### src/rtl/shared_response_memory.sv
// Shared R-beat store: one pool of beat entries threaded into per-UID linked
// lists, with a free list, single-cycle per-UID flush and occupancy reporting.
module shared_response_memory #(
   parameter int NUM_UIDS          = 16,
   parameter int ID_WIDTH          = 4,
   parameter int POOL_DEPTH        = 32,
   parameter int MAX_BEATS_PER_UID = 8,
   parameter int DATA_WIDTH        = 64,
   parameter int RESP_WIDTH        = 2,
   localparam int PTR_W            = $clog2(POOL_DEPTH),
   localparam int CNT_W            = $clog2(POOL_DEPTH + 1),
   localparam int UCNT_W           = $clog2(MAX_BEATS_PER_UID + 1)
) (
   input  logic                  clk,
   input  logic                  rst,
   input  logic                  in_valid,
   output logic                  in_ready,
   input  logic [ID_WIDTH-1:0]   in_id,
   input  logic [DATA_WIDTH-1:0] in_data,
   input  logic [RESP_WIDTH-1:0] in_resp,
   input  logic                  in_last,
   input  logic                  alloc_req,
   input  logic [ID_WIDTH-1:0]   uid_to_alloc,
   input  logic                  free_req,
   input  logic [ID_WIDTH-1:0]   uid_to_free,
   output logic                  out_valid,
   input  logic                  out_ready,
   output logic [ID_WIDTH-1:0]   out_id,
   output logic [DATA_WIDTH-1:0] out_data,
   output logic [RESP_WIDTH-1:0] out_resp,
   output logic                  out_last,
   output logic                  free_ack,
   output logic [CNT_W-1:0]      free_count,
   output logic [NUM_UIDS-1:0]   uid_full
);

   localparam logic [UCNT_W-1:0] MAX_CNT  = UCNT_W'(MAX_BEATS_PER_UID);
   localparam logic [UCNT_W-1:0] ONE_U    = UCNT_W'(1);
   localparam logic [CNT_W-1:0]  POOL_CNT = CNT_W'(POOL_DEPTH);
   localparam logic [CNT_W-1:0]  ONE_C    = CNT_W'(1);

   // Per-UID list state and pool link array.
   logic [UCNT_W-1:0] cnt_q  [NUM_UIDS];
   logic [UCNT_W-1:0] cnt_d  [NUM_UIDS];
   logic [PTR_W-1:0]  head_q [NUM_UIDS];
   logic [PTR_W-1:0]  head_d [NUM_UIDS];
   logic [PTR_W-1:0]  tail_q [NUM_UIDS];
   logic [PTR_W-1:0]  tail_d [NUM_UIDS];
   logic [PTR_W-1:0]  next_q [POOL_DEPTH];
   logic [PTR_W-1:0]  next_d [POOL_DEPTH];

   // Free list: head/tail are meaningless while fcnt_q == 0.
   logic [PTR_W-1:0]  fhead_q, fhead_d, ftail_q, ftail_d;
   logic [CNT_W-1:0]  fcnt_q, fcnt_d;

   // Beat payload RAM, not reset.
   logic [DATA_WIDTH-1:0] mem_data [POOL_DEPTH];
   logic [RESP_WIDTH-1:0] mem_resp [POOL_DEPTH];
   logic                  mem_last [POOL_DEPTH];

   logic             flush_elig, flush_hit, accept, pop;
   logic [PTR_W-1:0] pop_ptr;
   logic [PTR_W-1:0] fh, ft;
   logic [CNT_W-1:0] fc;

   // Handshakes: a beat transfers on a cycle where in_valid & in_ready; the head
   // beat transfers when out_valid & out_ready (signalled as free_ack). in_ready
   // may look at in_valid/alloc_req so that flushing an at-cap UID is accepted.
   always_comb begin
      flush_elig = alloc_req & in_valid & (uid_to_alloc == in_id);
      in_ready   = (fcnt_q != '0) & ((cnt_q[in_id] < MAX_CNT) | flush_elig);
      accept     = in_valid & in_ready;
      flush_hit  = flush_elig & in_ready;
      pop_ptr    = head_q[uid_to_free];
      out_valid  = free_req & (cnt_q[uid_to_free] != '0)
                   & ~(flush_hit & (uid_to_alloc == uid_to_free));
      pop        = out_valid & out_ready;
      free_ack   = pop;
      out_id     = uid_to_free;
      out_data   = out_valid ? mem_data[pop_ptr] : '0;
      out_resp   = out_valid ? mem_resp[pop_ptr] : '0;
      out_last   = out_valid & mem_last[pop_ptr];
      free_count = fcnt_q;
   end

   // Occupancy flags straight from the registered per-UID counts.
   always_comb begin
      for (int u = 0; u < NUM_UIDS; u++) uid_full[u] = (cnt_q[u] == MAX_CNT);
   end

   // Next list state: take free head for the write, then append flushed list
   // and popped entry (in that order) to the free tail, then link the new beat.
   always_comb begin
      cnt_d  = cnt_q;
      head_d = head_q;
      tail_d = tail_q;
      next_d = next_q;
      fc = fcnt_q - CNT_W'(accept);
      fh = accept ? next_q[fhead_q] : fhead_q;
      ft = ftail_q;
      if (flush_hit && cnt_q[in_id] != '0) begin
         if (fc == '0) fh = head_q[in_id];
         else          next_d[ft] = head_q[in_id];
         ft = tail_q[in_id];
         fc = fc + CNT_W'(cnt_q[in_id]);
      end
      if (pop) begin
         if (fc == '0) fh = pop_ptr;
         else          next_d[ft] = pop_ptr;
         ft = pop_ptr;
         fc = fc + ONE_C;
         head_d[uid_to_free] = next_q[pop_ptr];
         cnt_d[uid_to_free]  = cnt_q[uid_to_free] - ONE_U;
      end
      if (accept) begin
         if (flush_hit || cnt_d[in_id] == '0) begin
            head_d[in_id] = fhead_q;
            cnt_d[in_id]  = ONE_U;
         end else begin
            next_d[tail_q[in_id]] = fhead_q;
            cnt_d[in_id]          = cnt_d[in_id] + ONE_U;
         end
         tail_d[in_id] = fhead_q;
      end
      fhead_d = fh;
      ftail_d = ft;
      fcnt_d  = fc;
   end

   // List and free-list registers; reset rebuilds the free list as 0..N-1.
   always_ff @(posedge clk or posedge rst) begin
      if (rst) begin
         for (int u = 0; u < NUM_UIDS; u++) begin
            cnt_q[u]  <= '0;
            head_q[u] <= '0;
            tail_q[u] <= '0;
         end
         for (int i = 0; i < POOL_DEPTH; i++) next_q[i] <= PTR_W'(i + 1);
         fhead_q <= '0;
         ftail_q <= PTR_W'(POOL_DEPTH - 1);
         fcnt_q  <= POOL_CNT;
      end else begin
         cnt_q   <= cnt_d;
         head_q  <= head_d;
         tail_q  <= tail_d;
         next_q  <= next_d;
         fhead_q <= fhead_d;
         ftail_q <= ftail_d;
         fcnt_q  <= fcnt_d;
      end
   end

   // Payload write into the entry taken from the free head.
   always_ff @(posedge clk) begin
      if (accept) begin
         mem_data[fhead_q] <= in_data;
         mem_resp[fhead_q] <= in_resp;
         mem_last[fhead_q] <= in_last;
      end
   end

endmodule

### config.mk
export PLATFORM = sky130hd
export DESIGN_NAME = shared_response_memory
export DESIGN_NICKNAME = d
export VERILOG_FILES = /design/src/rtl/shared_response_memory.sv
export SDC_FILE = /design/constraint.sdc
export NUM_CORES = 2
export LEC_CHECK = 0
export ABC_AREA = 1
export CAP_MARGIN = 0
export CORE_MARGIN = 1.5
export CORE_UTILIZATION = 50
export CTS_CLUSTER_SIZE = 28
export DETAILED_ROUTE_END_ITERATION = 6
export GPL_ROUTABILITY_DRIVEN = 0
export PLACE_DENSITY = 0.66
export SYNTH_ARGS = -nofsm -noshare
export SYNTH_HDL_FRONTEND = slang
export SYNTH_SLANG_ARGS = --single-unit
### constraint.sdc
create_clock -name clk -period 18 [get_ports clk]
set_input_delay 5.4 -clock clk [delete_from_list [all_inputs] [get_ports clk]]
set_output_delay 5.4 -clock clk [all_outputs]
set_load 0.01 [all_outputs]
### Word-level counts from Yosys, hierarchy flattened

Memory sizes are Yosys's and may differ from the RTL's.
Index checks and enable logic that the tools add are counted.

| word-level totals | value |
|---|---|
| register bits after elaboration | 400 |
| RAM bits | 2144 |
| output and inout bits | 96 |
| memories kept | 3 |

Memory list:

| name | words | bits a word | read ports | clocked after memory_dff | write ports | line | source |
|---|---|---|---|---|---|---|---|
| mem_data | 32 | 64 | 1 | 0 | 1 | 57 | `logic [DATA_WIDTH-1:0] mem_data [POOL_DEPTH];` |
| mem_resp | 32 | 2 | 1 | 0 | 1 | 58 | `logic [RESP_WIDTH-1:0] mem_resp [POOL_DEPTH];` |
| mem_last | 32 | 1 | 1 | 0 | 1 | 59 | `logic mem_last [POOL_DEPTH];` |

| operators by class | value |
|---|---|
| $add $sub $neg | 5 |
| $lt $le $gt $ge | 13 |
| eq/ne operators | 18 |
| mux-type cells | 71 |
| bitwise operators | 22 |
| reductions and logical operators | 13 |

Operator list:

| operator | count |
|---|---|
| $mux W160 | 6 |
| $bwmux W160 | 3 |
| $mux W64 | 4 |
| $bwmux W80 | 3 |
| $mux W80 | 3 |
| $bwmux W64 | 2 |
| $mux W5 | 22 |
| $demux W5 S5 | 3 |
| $eq A4 B4 Y1 const B | 16 |
| $bmux W5 S4 | 3 |
| $bmux W5 S5 | 2 |
| $and A48 B48 Y48 | 1 |
| $bmux W4 S4 | 3 |
| $not A48 Y48 | 1 |
| $demux W5 S4 | 2 |
| $demux W4 S4 | 2 |
| $mux W4 | 8 |
| $ge A6 B6 Y1 const B | 5 |
| $not A5 Y6 | 5 |
| $lt A6 B1 Y1 const B | 3 |
| $or A16 B16 Y16 | 1 |
| $logic_not A6 Y1 | 2 |
| $mux W6 | 2 |
| $and A1 B1 Y1 | 10 |
| other kinds (19) | 30 |

### Depth between registers and ports, before layout

| depth | value |
|---|---|
| depth in word-level cells | 21 |
| mapped depth | 34 |
| gate-level depth less buffers | 30 |

### Worst setup path after synthesis

No wires, ideal clock.

| timing | value |
|---|---|
| path kind | input port to output port |
| from | in uid_to_free[1] |
| to | out out_resp[0] |
| arrival | 7998 ps |
| required time | 12600 ps |
| slack | 4602 ps |
| stages | 18 |
| buffers on the path | 6 |
| path through | buf_4 -> buf_4 -> nor2_1 -> buf_4 -> a22oi_1 -> o221ai_1 -> nand2_1 -> nand2_1 -> nor2_1 -> inv_1 -> buf_2 -> clkbuf_1 -> clkbuf_1 -> nand2_1 -> a32o_1 -> o211ai_1 -> nand3_1 -> a21oi_1 |

| between the ends | value |
|---|---|
| cells in the longest elaborated chain, start to end | 8 |

Ends and longest elaborated chain:

| item | line | source |
|---|---|---|
| from (decl) | 25 | `input logic [ID_WIDTH-1:0] uid_to_free,` |
| parallel branches: the longest is 7 deep, another holds $mem_v2 Z32 W2 | n/a |  |
| $mux W2 * | 81 | `out_resp = out_valid ? mem_resp[pop_ptr] : '0;` |
| to (decl) | 30 | `output logic [RESP_WIDTH-1:0] out_resp,` |

Every way passes the cells marked *. The select of a mux whose other input is x is not followed.

### Worst setup path after layout

| timing | value |
|---|---|
| from | in uid_to_free[1] |
| to | out out_data[42] |

| between the ends | value |
|---|---|
| cells in the longest elaborated chain, start to end | 8 |

Ends and longest elaborated chain:

| item | line | source |
|---|---|---|
| parallel branches: the longest is 7 deep, another holds $mem_v2 Z32 W64 | n/a |  |
| $mux W64 * | 80 | `out_data = out_valid ? mem_data[pop_ptr] : '0;` |
| to (decl) | 29 | `output logic [DATA_WIDTH-1:0] out_data,` |

Marked as above.

==> metrics.md <==
| Metric | Value |
|---|---|
| Status | `finished clean` |
| Final Max Slew Viols | `0` |
| Num CTS Buffers | `284` |
| Clk Latency, worst-skew pair | `0.92 ns` |
| Post CTS Setup Buffer Count | `0` |
| CP max FO | `98` |
| 1st-iter DRT viols | `13894` |
| Post-Route WL | `376 mm` |
| CP required | `12.60 ns` |
| Worst Min Path Start | `tail_q[51]` |
| Root Driver | `clkbuf_16` |
| Die ar. | `0.233 mm2` |
| Final setup fails | `0` |
| Port Buffers | `180` |
| Via density | `6.48` |
| Setup CP Type | `input port to output pin` |
| Initial antenna violation count | `23` |
| Syn Area/Cell | `10.5 um2` |
| Vias in the first global route | `84840` |
| Worst-path clk slew | `0.06 ns` |
| Max_cap viols | `0` |
| Total power | `19.1 mW` |
| Power Density | `150 mW/mm2` |
| CTS resizes | `0` |
| H-tree depth | `5` |
| Post-layout minimum cycle time | `16.94 ns` |
| DR WL/cell | `26.9 um` |
| Vias | `90634` |
| Worst slew margin | `2.15%` |
| Post-synthesis cell count | `10936` |
| Fin nets | `10862` |
| Yosys warns | `0` |
| Worst Tran Pin Value | `1.47 ns` |
| # rows | `175` |
| Synthesized flop and latch total | `2544` |
| CTS Hold Bufs | `0` |
| Post-DP HPWL | `192 mm` |
| DR pass1 iterations | `7` |
| Die extent in y | `482 um` |
| Pin count of the biggest net entering global routing | `223` |
| Sink Count | `2544` |
| Commonest non-fill, non-tap cell in the layout | `nand2_1` |
| Worst Hold Class | `flip-flop to flip-flop` |
| Peak VDD IR | `0.178 mV` |
| CTS tree | `yes` |
| IO Pins | `181` |
| CTS Buffer Depth | `4` |
| Register area share after synthesis | `64.8%` |
| Leak pwr | `45.4 nW` |
| Post-Syn Nets | `11032` |
| Fill count | `18770` |
| RSZ-0062 raised after global routing | `false` |
| Distinct cells, synth | `50` |
| Area grow syn2layout | `11.3%` |
| Core area | `0.228 mm2` |
| DRT antenna net count | `0` |
| Final Hold Fails | `0` |
| Most frequent cells in the layout | `nand2_1, edfxtp_1, nand3_1, a21oi_1, o21ai_0` |
| Crit Reg-Reg Startpoint | `free_count[2]` |
| Starting Density | `50.4%` |
| Critical path startpoint category | `input port` |
| First-pass GRT wire length | `551 mm` |
| WP data arrival | `11.54 ns` |
| DRC viols | `0` |
| Critical path capture point type | `output pin` |
| Post-route clock period utilization | `94.1%` |
| F_max | `59.0 MHz` |
| TNS Setup | `0 ns` |
| Die span in x | `482 um` |
| Share of layout cells above drive strength 1 | `7.09%` |
| Clk_skew | `0.0818 ns` |
| Grt ovf | `0` |
| Total track usage | `31.5%` |
| CP startpoint | `uid_to_free[1]` |
| Syn Std Cell Area | `0.115 mm2` |
## through the flow
stage	util (%)	setup WS, ns	hold slack, ns	area [um2]	cells
finish	56.1	1.06	0.486	128000	13990
global route	56.1	0.956	0.508	128000	13983
CTS	56.1	1.34	0.487	128000	13977
detailed placement	52.3	1.31	0.474	119000	13489
global placement	52.3	1.42	0.466	119000	13489
floorplan	-	1.62	0.454	115000	10936
## path summary, 6_finish.rpt
path                           endpoint  slack [ns]  depth (start not counted)
setup / recovery           out_data[42]        1.06                         15
min in group asynchronous     cnt_q[24]        5.08                          2
max in group asynchronous    next_q[94]       10.41                          4
setup reg to reg             next_q[83]       10.38                         21
hold reg to reg              tail_q[51]        0.49                          2
hold / removal               tail_q[51]        0.49                          2
## where the power goes
group          total, mW  switching [mW]  leakage, nW  internal (mW)
Clock               5.51            2.32         4.24           3.20
Sequential          7.24           0.335         24.2           6.91
Combinational       6.36            4.47         17.0           1.89
Total               19.1            7.12         45.4           12.0
## final cells by class
class | count | area [um2] | area share, %
multi-input combinational | 7084 | 35500 | 27.8
clock buffer | 356 | 7620 | 5.96
tap | 3009 | 3760 | 2.94
timing repair buffer | 380 | 3640 | 2.85
inverter | 472 | 1820 | 1.42
antenna | 13 | 32.5 | 0.0254
sequential | 2544 | 74500 | 58.3
clock inverter | 132 | 1020 | 0.794
## sequential cells by signal, indices dropped and copies added, names as in the netlist
register	count
ftail_q	5
cnt_q	64
fhead_q	5
free_count	6
mem_last	32
next_q	160
head_q	80
tail_q	80
mem_resp	64
mem_data	2048
## per-layer routing
| metal | up-vias | track usage (%) | wire length [um] |
|---|---|---|---|
| met5 | - | 0 | 86 |
| met4 | 14 | 15.2 | 19300 |
| met3 | 1262 | 6.09 | 41700 |
| met2 | 6077 | 48.7 | 171000 |
| met1 | 44077 | 43.0 | 143000 |
| li1 | 39204 | - | - |
## cells in the mapped netlist (all sizes together)
cell	instances	share of area, %
nand2	3027	9.9
edfxtp	2144	56
nand3	1240	5.4
a21oi	836	3.6
clkbuf	499	1.6
o21ai	499	2.2
inv	463	1.5
nand4	376	2.1
buf	337	1.5
a221o	335	2.9
dfrtp	314	6.8
nor2	264	0.91
o211ai	159	1.0
a22oi	106	0.69
dfstp	86	2.0
a32o	67	0.58
o221ai	49	0.37
o22ai	33	0.18
nor4	31	0.17
nor3	14	0.065
ha	10	0.11
clkinv	9	0.029
xor2	9	0.069
a22o	5	0.038
xnor2	5	0.038
a221oi	4	0.030
a31oi	3	0.016
nand3b	2	0.013
o21bai	2	0.013
or2	2	0.011
a21boi	1	0.016
fa	1	0.017
o2111ai	1	0.0076
o21a	1	0.0065
o31ai	1	0.0065
or3	1	0.0054
## cells by family (layout without fill, tap and decap cells)
kind of cell	after synthesis	in the layout	share of synthesized area, %
compound gates	2102	2102	11.7
fa+ha+maj	11	11	0.126
simple gates	4957	4957	18.6
other cells	0	13	0
xor+xnor	14	14	0.107
flops	2544	2544	64.8
buf+inv	1308	1340	4.63
## worst max-delay path: stages
cell	delay (ns)
clkdlybuf4s50_1	0.91
nand2_1	0.93
buf_4	0.31
o221ai_1	0.11
nand2_1	0.12
nand2_1	0.10
nor2_4	0.52
buf_12	0.43
buf_4	0.63
a21oi_1	0.10
a221o_1	0.38
nand3_1	0.09
nand3_1	0.11
a21oi_1	0.51
clkdlybuf4s50_1	0.66
(Power assumes the default switching activity.)
